===== config.mk =====
export PLATFORM = sky130hd
export DESIGN_NAME = multicycle_ctrl_v2_flat
export DESIGN_NICKNAME = d
export VERILOG_FILES = /design/src/rtl/multicycle_ctrl_v2_if.sv /design/src/rtl/multicycle_ctrl_v2.sv /design/src/flat_wrapper.sv
export SDC_FILE = /design/constraint.sdc
export NUM_CORES = 1
export LEC_CHECK = 0
export CORE_AREA = 2 2 39 41
export DETAILED_ROUTE_END_ITERATION = 8
export DIE_AREA = 0 0 41 43
export DONT_BUFFER_PORTS = 1
export GPL_ROUTABILITY_DRIVEN = 0
export MAX_ROUTING_LAYER = met4
export PLACE_DENSITY = 0.79
export REMOVE_ABC_BUFFERS = 1
export SYNTH_ARGS = -nofsm -noshare
export SYNTH_HDL_FRONTEND = slang
export SYNTH_SLANG_ARGS = --single-unit

===== constraint.sdc =====
create_clock -name clk -period 4 [get_ports clk]
set_input_delay 0.2 -clock clk [delete_from_list [all_inputs] [get_ports clk]]
set_output_delay 0.2 -clock clk [all_outputs]
set_load 0.03 [all_outputs]

===== src/rtl/multicycle_ctrl_v2_if.sv =====
// rtl/multicycle_ctrl_v2_if.sv - instruction/memory-status inputs and datapath control outputs of the multi-cycle controller
interface multicycle_ctrl_v2_if #(
  parameter int ALUOP_W = 4
);
  logic [5:0]         OpCode;
  logic [5:0]         Funct;
  logic               MemReady;
  logic               PCWrite;
  logic               PCWriteCond;
  logic               BranchNe;
  logic               IorD;
  logic               MemRead;
  logic               MemWrite;
  logic               IRWrite;
  logic               RegWrite;
  logic               ExtOp;
  logic               LuiOp;
  logic [1:0]         MemtoReg;
  logic [1:0]         RegDst;
  logic [1:0]         ALUSrcA;
  logic [1:0]         ALUSrcB;
  logic [ALUOP_W-1:0] ALUOp;
  logic [1:0]         PCSource;
  logic               Exception;
  logic [3:0]         State;

  modport slave (
    input  OpCode, Funct, MemReady,
    output PCWrite, PCWriteCond, BranchNe, IorD, MemRead, MemWrite, IRWrite,
           RegWrite, ExtOp, LuiOp, MemtoReg, RegDst, ALUSrcA, ALUSrcB,
           ALUOp, PCSource, Exception, State
  );

  modport master (
    output OpCode, Funct, MemReady,
    input  PCWrite, PCWriteCond, BranchNe, IorD, MemRead, MemWrite, IRWrite,
           RegWrite, ExtOp, LuiOp, MemtoReg, RegDst, ALUSrcA, ALUSrcB,
           ALUOp, PCSource, Exception, State
  );
endinterface


===== src/rtl/multicycle_ctrl_v2.sv =====
// rtl/multicycle_ctrl_v2.sv - multi-cycle CPU control FSM with memory wait states; ILLEGAL_TRAP_EN adds an illegal-opcode trap state
module multicycle_ctrl_v2 #(
  parameter int ALUOP_W       = 4,
  parameter bit MEM_HANDSHAKE = 1'b1
) (
  input logic clk,
  input logic reset,
  multicycle_ctrl_v2_if.slave bus
);
  typedef enum logic [3:0] {
    S_IF = 4'd0, S_ID = 4'd1, S_MADR = 4'd2, S_MRD = 4'd3, S_MWB = 4'd4,
    S_MWR = 4'd5, S_EXE = 4'd6, S_AWB = 4'd7, S_BR = 4'd8, S_JMP = 4'd9,
    S_LINK = 4'd10, S_TRAP = 4'd11
  } state_t;

  state_t r_state, w_next;

  logic w_rtype, w_jr, w_jalr, w_mem_ok;
  logic w_pcwrite, w_pcwcond, w_bne, w_iord, w_memread, w_memwrite, w_irwrite;
  logic w_regwrite, w_extop, w_luiop, w_exc;
  logic [1:0] w_memtoreg, w_regdst, w_srca, w_srcb, w_pcsrc;
  logic [3:0] w_aluop;

  assign w_rtype  = (bus.OpCode == 6'h00);
  assign w_jr     = w_rtype && (bus.Funct == 6'h08);
  assign w_jalr   = w_rtype && (bus.Funct == 6'h09);
  assign w_mem_ok = bus.MemReady || !MEM_HANDSHAKE;

  always_ff @(posedge clk) begin
    if (!reset) r_state <= S_IF;
    else        r_state <= w_next;
  end

  always_comb begin
    w_next     = S_IF;
    w_pcwrite  = 1'b0;
    w_pcwcond  = 1'b0;
    w_bne      = 1'b0;
    w_iord     = 1'b0;
    w_memread  = 1'b0;
    w_memwrite = 1'b0;
    w_irwrite  = 1'b0;
    w_regwrite = 1'b0;
    w_extop    = 1'b0;
    w_luiop    = 1'b0;
    w_exc      = 1'b0;
    w_memtoreg = 2'b00;
    w_regdst   = 2'b00;
    w_srca     = 2'b00;
    w_srcb     = 2'b00;
    w_pcsrc    = 2'b00;
    w_aluop    = 4'b0000;
    case (r_state)
      S_IF: begin
        w_memread = 1'b1;
        w_srcb    = 2'b01;
        w_aluop   = {bus.OpCode[0], 3'b000};
        w_irwrite = w_mem_ok;
        w_pcwrite = w_mem_ok;
        w_next    = w_mem_ok ? S_ID : S_IF;
      end
      S_ID: begin
        w_srcb  = 2'b11;
        w_aluop = {bus.OpCode[0], 3'b000};
        case (bus.OpCode)
          6'h23, 6'h2b: w_next = S_MADR;
          6'h00:        w_next = w_jr ? S_JMP : (w_jalr ? S_LINK : S_EXE);
          6'h08, 6'h09, 6'h0c, 6'h0d, 6'h0a, 6'h0b, 6'h0f: w_next = S_EXE;
          6'h04, 6'h05: w_next = S_BR;
          6'h02:        w_next = S_JMP;
          6'h03:        w_next = S_LINK;
`ifdef ILLEGAL_TRAP_EN
          default:      w_next = S_TRAP;
`else
          default:      w_next = S_IF;
`endif
        endcase
      end
      S_EXE: begin
        w_srca  = 2'b01;
        w_srcb  = w_rtype ? 2'b00 : 2'b10;
        w_extop = !((bus.OpCode == 6'h0c) || (bus.OpCode == 6'h0d));
        w_luiop = (bus.OpCode == 6'h0f);
        case (bus.OpCode)
          6'h00:        w_aluop[2:0] = 3'b010;
          6'h0c:        w_aluop[2:0] = 3'b100;
          6'h0d:        w_aluop[2:0] = 3'b011;
          6'h0a, 6'h0b: w_aluop[2:0] = 3'b101;
          default:      w_aluop[2:0] = 3'b000;
        endcase
        w_aluop[3] = bus.OpCode[0];
        w_next     = S_AWB;
      end
      S_AWB: begin
        w_regwrite = 1'b1;
        w_memtoreg = 2'b01;
        w_regdst   = w_rtype ? 2'b01 : 2'b00;
      end
      S_MADR: begin
        w_srca  = 2'b01;
        w_srcb  = 2'b10;
        w_extop = 1'b1;
        w_aluop = {bus.OpCode[0], 3'b000};
        w_next  = (bus.OpCode == 6'h2b) ? S_MWR : S_MRD;
      end
      S_MRD: begin
        w_memread = 1'b1;
        w_iord    = 1'b1;
        w_next    = w_mem_ok ? S_MWB : S_MRD;
      end
      S_MWB: w_regwrite = 1'b1;
      S_MWR: begin
        // MemWrite held for the whole access, including wait cycles
        w_memwrite = 1'b1;
        w_iord     = 1'b1;
        w_next     = w_mem_ok ? S_IF : S_MWR;
      end
      S_BR: begin
        w_srca    = 2'b01;
        w_aluop   = {bus.OpCode[0], 3'b001};
        w_pcwcond = 1'b1;
        w_pcsrc   = 2'b01;
        w_bne     = (bus.OpCode == 6'h05);
      end
      S_LINK: begin
        w_regwrite = 1'b1;
        w_memtoreg = 2'b10;
        w_regdst   = w_jalr ? 2'b01 : 2'b10;
        w_next     = S_JMP;
      end
      S_JMP: begin
        w_pcwrite = 1'b1;
        w_pcsrc   = w_rtype ? 2'b11 : 2'b10;
      end
`ifdef ILLEGAL_TRAP_EN
      S_TRAP: begin
        // PCSource 00 here; the datapath swaps in the exception vector
        w_exc     = 1'b1;
        w_pcwrite = 1'b1;
      end
`endif
      default: w_next = S_IF;
    endcase
  end

  assign bus.PCWrite     = reset & w_pcwrite;
  assign bus.PCWriteCond = reset & w_pcwcond;
  assign bus.BranchNe    = reset & w_bne;
  assign bus.IorD        = reset & w_iord;
  assign bus.MemRead     = reset & w_memread;
  assign bus.MemWrite    = reset & w_memwrite;
  assign bus.IRWrite     = reset & w_irwrite;
  assign bus.RegWrite    = reset & w_regwrite;
  assign bus.ExtOp       = reset & w_extop;
  assign bus.LuiOp       = reset & w_luiop;
  assign bus.Exception   = reset & w_exc;
  assign bus.MemtoReg    = reset ? w_memtoreg : 2'b00;
  assign bus.RegDst      = reset ? w_regdst : 2'b00;
  assign bus.ALUSrcA     = reset ? w_srca : 2'b00;
  assign bus.ALUSrcB     = reset ? w_srcb : 2'b00;
  assign bus.PCSource    = reset ? w_pcsrc : 2'b00;
  assign bus.ALUOp       = reset ? ALUOP_W'(w_aluop) : '0;
  assign bus.State       = reset ? r_state : 4'd0;
endmodule


===== src/flat_wrapper.sv =====
// flat-port wrapper written by rule: the top's interface ports become plain ports
module multicycle_ctrl_v2_flat 
#(
  parameter int ALUOP_W       = 4,
  parameter bit MEM_HANDSHAKE = 1'b1
)
  (clk, reset, bus_OpCode, bus_Funct, bus_MemReady, bus_PCWrite, bus_PCWriteCond, bus_BranchNe, bus_IorD, bus_MemRead, bus_MemWrite, bus_IRWrite, bus_RegWrite, bus_ExtOp, bus_LuiOp, bus_MemtoReg, bus_RegDst, bus_ALUSrcA, bus_ALUSrcB, bus_ALUOp, bus_PCSource, bus_Exception, bus_State);
  multicycle_ctrl_v2_if #(.ALUOP_W(ALUOP_W)) bus_i ();
  input logic clk;
  input logic reset;
  input wire logic [$bits(bus_i.OpCode)-1:0] bus_OpCode;
  input wire logic [$bits(bus_i.Funct)-1:0] bus_Funct;
  input wire logic [$bits(bus_i.MemReady)-1:0] bus_MemReady;
  output wire logic [$bits(bus_i.PCWrite)-1:0] bus_PCWrite;
  output wire logic [$bits(bus_i.PCWriteCond)-1:0] bus_PCWriteCond;
  output wire logic [$bits(bus_i.BranchNe)-1:0] bus_BranchNe;
  output wire logic [$bits(bus_i.IorD)-1:0] bus_IorD;
  output wire logic [$bits(bus_i.MemRead)-1:0] bus_MemRead;
  output wire logic [$bits(bus_i.MemWrite)-1:0] bus_MemWrite;
  output wire logic [$bits(bus_i.IRWrite)-1:0] bus_IRWrite;
  output wire logic [$bits(bus_i.RegWrite)-1:0] bus_RegWrite;
  output wire logic [$bits(bus_i.ExtOp)-1:0] bus_ExtOp;
  output wire logic [$bits(bus_i.LuiOp)-1:0] bus_LuiOp;
  output wire logic [$bits(bus_i.MemtoReg)-1:0] bus_MemtoReg;
  output wire logic [$bits(bus_i.RegDst)-1:0] bus_RegDst;
  output wire logic [$bits(bus_i.ALUSrcA)-1:0] bus_ALUSrcA;
  output wire logic [$bits(bus_i.ALUSrcB)-1:0] bus_ALUSrcB;
  output wire logic [$bits(bus_i.ALUOp)-1:0] bus_ALUOp;
  output wire logic [$bits(bus_i.PCSource)-1:0] bus_PCSource;
  output wire logic [$bits(bus_i.Exception)-1:0] bus_Exception;
  output wire logic [$bits(bus_i.State)-1:0] bus_State;
  assign bus_i.OpCode = bus_OpCode;
  assign bus_i.Funct = bus_Funct;
  assign bus_i.MemReady = bus_MemReady;
  assign bus_PCWrite = bus_i.PCWrite;
  assign bus_PCWriteCond = bus_i.PCWriteCond;
  assign bus_BranchNe = bus_i.BranchNe;
  assign bus_IorD = bus_i.IorD;
  assign bus_MemRead = bus_i.MemRead;
  assign bus_MemWrite = bus_i.MemWrite;
  assign bus_IRWrite = bus_i.IRWrite;
  assign bus_RegWrite = bus_i.RegWrite;
  assign bus_ExtOp = bus_i.ExtOp;
  assign bus_LuiOp = bus_i.LuiOp;
  assign bus_MemtoReg = bus_i.MemtoReg;
  assign bus_RegDst = bus_i.RegDst;
  assign bus_ALUSrcA = bus_i.ALUSrcA;
  assign bus_ALUSrcB = bus_i.ALUSrcB;
  assign bus_ALUOp = bus_i.ALUOp;
  assign bus_PCSource = bus_i.PCSource;
  assign bus_Exception = bus_i.Exception;
  assign bus_State = bus_i.State;
  multicycle_ctrl_v2 #(.ALUOP_W(ALUOP_W), .MEM_HANDSHAKE(MEM_HANDSHAKE)) u_core (.clk(clk), .reset(reset), .bus(bus_i));
endmodule

### After elaboration in Yosys (flattened, before gate mapping)

Index checks and enable logic that the tools add are counted.
W data, S select, Z words.

| storage, ports and cells | value |
|---|---|
| flip-flop bits (word level) | 4 |
| bits of input ports | 15 |
| output and inout port bits | 29 |
| logic and storage cells | 87 |

| cells by class | value |
|---|---|
| equality and inequality tests | 25 |
| multiplexer cells | 36 |
| bitwise gates (word level) | 10 |
| reductions and logical operators | 15 |

Operator list:

| kind | number |
|---|---|
| $eq A6 B4 Y1 const B | 9 |
| $pmux W4 S7 | 1 |
| $pmux W4 S6 | 1 |
| $eq A4 B3 Y1 const B | 4 |
| $mux W4 | 4 |
| $mux W1 | 13 |
| $eq A4 B4 Y1 const B | 3 |
| $eq A6 B2 Y1 const B | 2 |
| $eq A6 B3 Y1 const B | 2 |
| $eq A6 B6 Y1 const B | 2 |
| $mux W2 | 6 |
| $pmux W2 S2 | 3 |
| $pmux W3 S4 | 1 |
| $pmux W4 S3 | 1 |
| $and A1 B1 Y1 | 10 |
| $reduce_or A2 Y1 | 5 |
| $mux W3 | 3 |
| $reduce_or A3 Y1 | 3 |
| $eq A4 B2 Y1 const B | 2 |
| $pmux W2 S4 | 1 |
| $reduce_or A7 Y1 | 1 |
| $logic_not A6 Y1 | 1 |
| $eq A4 B1 Y1 const B | 1 |
| $logic_not A4 Y1 | 1 |
| 4 further kinds | 6 |

### Longest topological paths before layout

| depth | value |
|---|---|
| depth after elaboration | 6 |
| gate-level depth with buffers | 6 |
| gate-level depth less buffers | 5 |

### Worst setup path after synthesis

Ideal clock, no wire load.

| timing | value |
|---|---|
| kind | reg2out |
| start | register u_core.r_state[1] |
| end | output port bus_ALUOp[1] |
| arrival | 2.382 ns |
| required time | 3.800 ns |
| setup slack | 1.418 ns |
| cell stages (with the launch flop) | 4 |
| buffers on the path | 0 |
| cells stage by stage | dfxtp_1 -> nand2_1 -> or3_1 -> a2111oi_0 |

| on the way | value |
|---|---|
| cells in the longest elaborated chain, start to end | 4 |
| elaborated cells on any way between the ends | 8 |
| classes of those cells | 4 x eq/ne; 2 x mux; 2 x reduce/logical |

RTL lines:

| element | line | text |
|---|---|---|
| start, declared | multicycle_ctrl_v2.sv:16 | `state_t r_state, w_next;` |
| start signal, assigned | multicycle_ctrl_v2.sv:31 | `else r_state <= w_next;` |
| $eq A4 B2 Y1 (tied with other cells) | multicycle_ctrl_v2.sv:53 | `case (r_state)` |
| $reduce_or A3 Y1 (no line) | - |  |
| $pmux W4 S3 (*) | multicycle_ctrl_v2.sv:53 |  |
| $mux W4 (*) | multicycle_ctrl_v2.sv:162 | `assign bus.ALUOp = reset ? ALUOP_W'(w_aluop) : '0;` |
| end, declared | flat_wrapper.sv:28 | `output wire logic [$bits(bus_i.ALUOp)-1:0] bus_ALUOp;` |

Mark *: on every way between the ends. The rest lies on a longest branch, timed or not.

### Worst setup path in the final report

| timing | value |
|---|---|
| start | register u_core.r_state[1] |
| end | output port bus_ALUOp[0] |

Same word-level chain as after synthesis.

==> flow_summary_export.csv <==
group,metric,value,unit
run_status,status,"finished, final reports clean",
layout,regMostFlops,"u_core.r_state",
floorplanning,die-area,1760,sq um
sta,hold_viol_final,0,
clock_tree,numCtsBuffers,3,
floorplanning,dieWidth,41,microns
synthesis,muxShareOfSynthArea,0,%
sta,min_period,2.77,ns
sta,rsz0062_at_grt,"no",
detailed_routing,num_vias,938,
critical_path,worst-path-buf-inv,0,
sta,finalSetupTns,0,ns
clock_tree,tritoncts_num_sinks,4,
synthesis,synth_cells,137,
worst_hold_path,min_path_type,"primary input to register",
synthesis,ys.flop_type,"dfxtp_1",
critical_path,critPathLaunchType,"register",
sta,fin_crit_sh,69.3,%
critical_path,crit_family,"simple AND/OR/NAND/NOR gates",
synthesis,synth.avg_cell_area,6.14,sq um
grt,grt_overflow_total,0,
sta,maxClockFrequency,0.361,GHz
floorplanning,die_y,43,microns
clock_tree,cts_hold_buf,0,
layout,syn2layout_area_growth,-1.19,%
synthesis,synth_compound_area_share,23.7,%
synthesis,async_flop_share,0,%
placed_design,io_buffers,0,
floorplanning,ios,44,
clock_tree,cts_tree,"done",
detailed_routing,viasPerCell,6.47,
layout,drive_above_1_share,6.98,%
detailed_routing,wire_per_inst,14.9,microns
flow_run,cap_violations,0,
grt,use_met3,3.14,%
critical_path,max_stage_delay,0.74,ns
layout,fillers,151,
clock_tree,cts-root-buf,"clkbuf_4",
critical_path,slowest_stage,"o21ai_0",
layout,multi_input_area,686,sq um
floorplanning,core_area,1380,sq um
sta,setup_viol,0,
critical_path,crit_fanout,15,
detailed_routing,drtPass1Iterations,4,
grt,met2_usage,44.1,%
sta,hold_slack,0.188,ns
clock_tree,cts_resized,0,
clock_tree,cts_buffer_depth,2,
clock_tree,clock_latency,0.23,ns
grt,grt_pass1_vias,781,
clock_tree,htree_num_levels,1,
grt,grt_max_degree,19,
floorplanning,start_util,60.8,%
layout,largest_reg_flops,4,
detailed_routing,ant_nets,0,
floorplanning,rows,14,
power_and_ir_drop,peakVddDrop,0.192,mV
critical_path,crit_chain,"nand2_1 -> or3_1 -> or3_1 -> o21ai_0",
synthesis,synth-xor-area-share,2.08,%
detailed_routing,drc,0,
synthesis,synth_top_family_by_area,"simple AND/OR/NAND/NOR gates",
synthesis,synth_cell_type_count,42,
grt,grt_usage,25.7,%
synthesis,synth-edff-count,0,
sta,final.setup_skew,0.000126,ns
placed_design,hpwl,1.66,mm
critical_path,crit_arrival,2.57,ns
grt,antenna_found_initial,0,
grt,grt_pass1_wl,3.21,mm
power_and_ir_drop,p_leak,0.330,nW
grt,grt-busiest-layer,"met2",
synthesis,ys_seq_area_share,9.52,%
sta,max-slew-margin-rel,30.4,%
layout,nets,146,
synthesis,synthAdderAreaFrac,0,%
layout,reg_top3,"u_core.r_state x4",
synthesis,synth-seq-cells,4,
critical_path,critical_path_class,"register to output pin",
clock_tree,clk_pin_slew_worst_paths,0.04,ns
sta,report.final.slew_viol_count,0,
layout,seq_area,80.1,sq um
detailed_routing,initialDrtViolationCount,24,
detailed_routing,routed_wl,2.17,mm
layout,insertedDiodeCount,0,
clock_tree,cts_setup_buffers,0,
grt,use_met1,32.3,%
power_and_ir_drop,power_density,160,nW/um^2
sta,tightest_slew,1.04,ns
critical_path,timing.critical_path.mode_cell,"or3_1",
synthesis,yosysWarnings,0,
critical_path,crit_path_end_kind,"output pin",
synthesis,synthesis.area,841,sq um
synthesis,synth_simple_gate_area_share,54.2,%
critical_path,worstPathRequired,3.80,ns
cell families after synthesis:
group,Yosys count
AOI/OAI and AO/OA,33
xor gates and xnor gates,2
buffers and inverters,18
DFF,4
other,1
and+or+nand+nor,79
path summary, 6_finish.rpt:
path	start	end	slack, ns	depth (start not counted)
min	bus_OpCode[0]	u_core.r_state[0]$_SDFF_PN0_	0.19	2
max reg2reg	u_core.r_state[2]$_SDFF_PN0_	u_core.r_state[0]$_SDFF_PN0_	2.11	5
max	u_core.r_state[1]$_SDFF_PN0_	bus_ALUOp[0]	1.23	4
min reg2reg	u_core.r_state[3]$_SDFF_PN0_	u_core.r_state[2]$_SDFF_PN0_	0.81	2
per-stage QoR:
stage          utilization (%)  instance area, sq um  total power [mW]  instances  worst slack (ns)
5_1_grt                   60.0                   831             0.142        145              1.05
3_3_place_gp              58.4                   808            0.0847        142              1.53
6_report                  60.0                   831             0.133        145              1.23
2_1_floorplan                -                   782            0.0805        126              1.23
3_5_place_dp              58.4                   808            0.0857        142              1.48
4_1_cts                   60.0                   831             0.136        145              1.23
area by class of cell:
| class | instances | area share [%] |
|---|---|---|
| tap | 16 | 2.41 |
| inverter | 6 | 2.71 |
| multi-input combinational | 116 | 82.5 |
| clock buffer | 3 | 2.71 |
| sequential | 4 | 9.64 |
power by group:
part           leakage [nW]  internal [mW]  switching, mW
logic                 0.284         0.0140         0.0270
registers            0.0325         0.0410        0.00317
clock network        0.0138         0.0334         0.0147
synth_stat cells (all sizes together), types with 2 or more instances:
cell	n	area share, %
or4	2	2.2
o21ai	14	8.3
dfxtp	4	9.5
and2	4	3.0
nand2b	6	4.5
a21oi	8	4.8
or2	2	1.5
clkbuf	7	3.1
buf	5	4.3
nor3b	5	4.5
nor2b	5	3.7
inv	6	2.7
and3	5	3.7
nor3	5	3.0
o22ai	2	1.5
nand3	4	2.4
xnor2	2	2.1
nor2	12	5.4
or3	4	3.6
nand2	18	8.0
nand3b	2	1.8
per-layer routing:
layer,vias up,part of all wire [%],wire [microns]
li1,462,-,-
met1,443,42,908
met2,33,52,1130
met3,0,6.1,131
met4,0,0,0
met5,-,0,0
cells in the final DEF, fill, tap and decap left out, drive strengths merged, types with 2 or more instances in the layout:
cell type  netlist  final
nand2           18     18
o21ai           14     14
nor2            12     12
a21oi            8      8
inv              6      6
nand2b           6      6
nor2b            5      5
and3             5      5
nor3             5      5
nor3b            5      5
nand3            4      4
and2             4      4
dfxtp            4      4
or3              4      4
clkbuf           7      3
xnor2            2      2
o22ai            2      2
nand3b           2      2
conb             1      2
or4              2      2
or2              2      2
No activity file was read; power rests on OpenSTA's default activity.
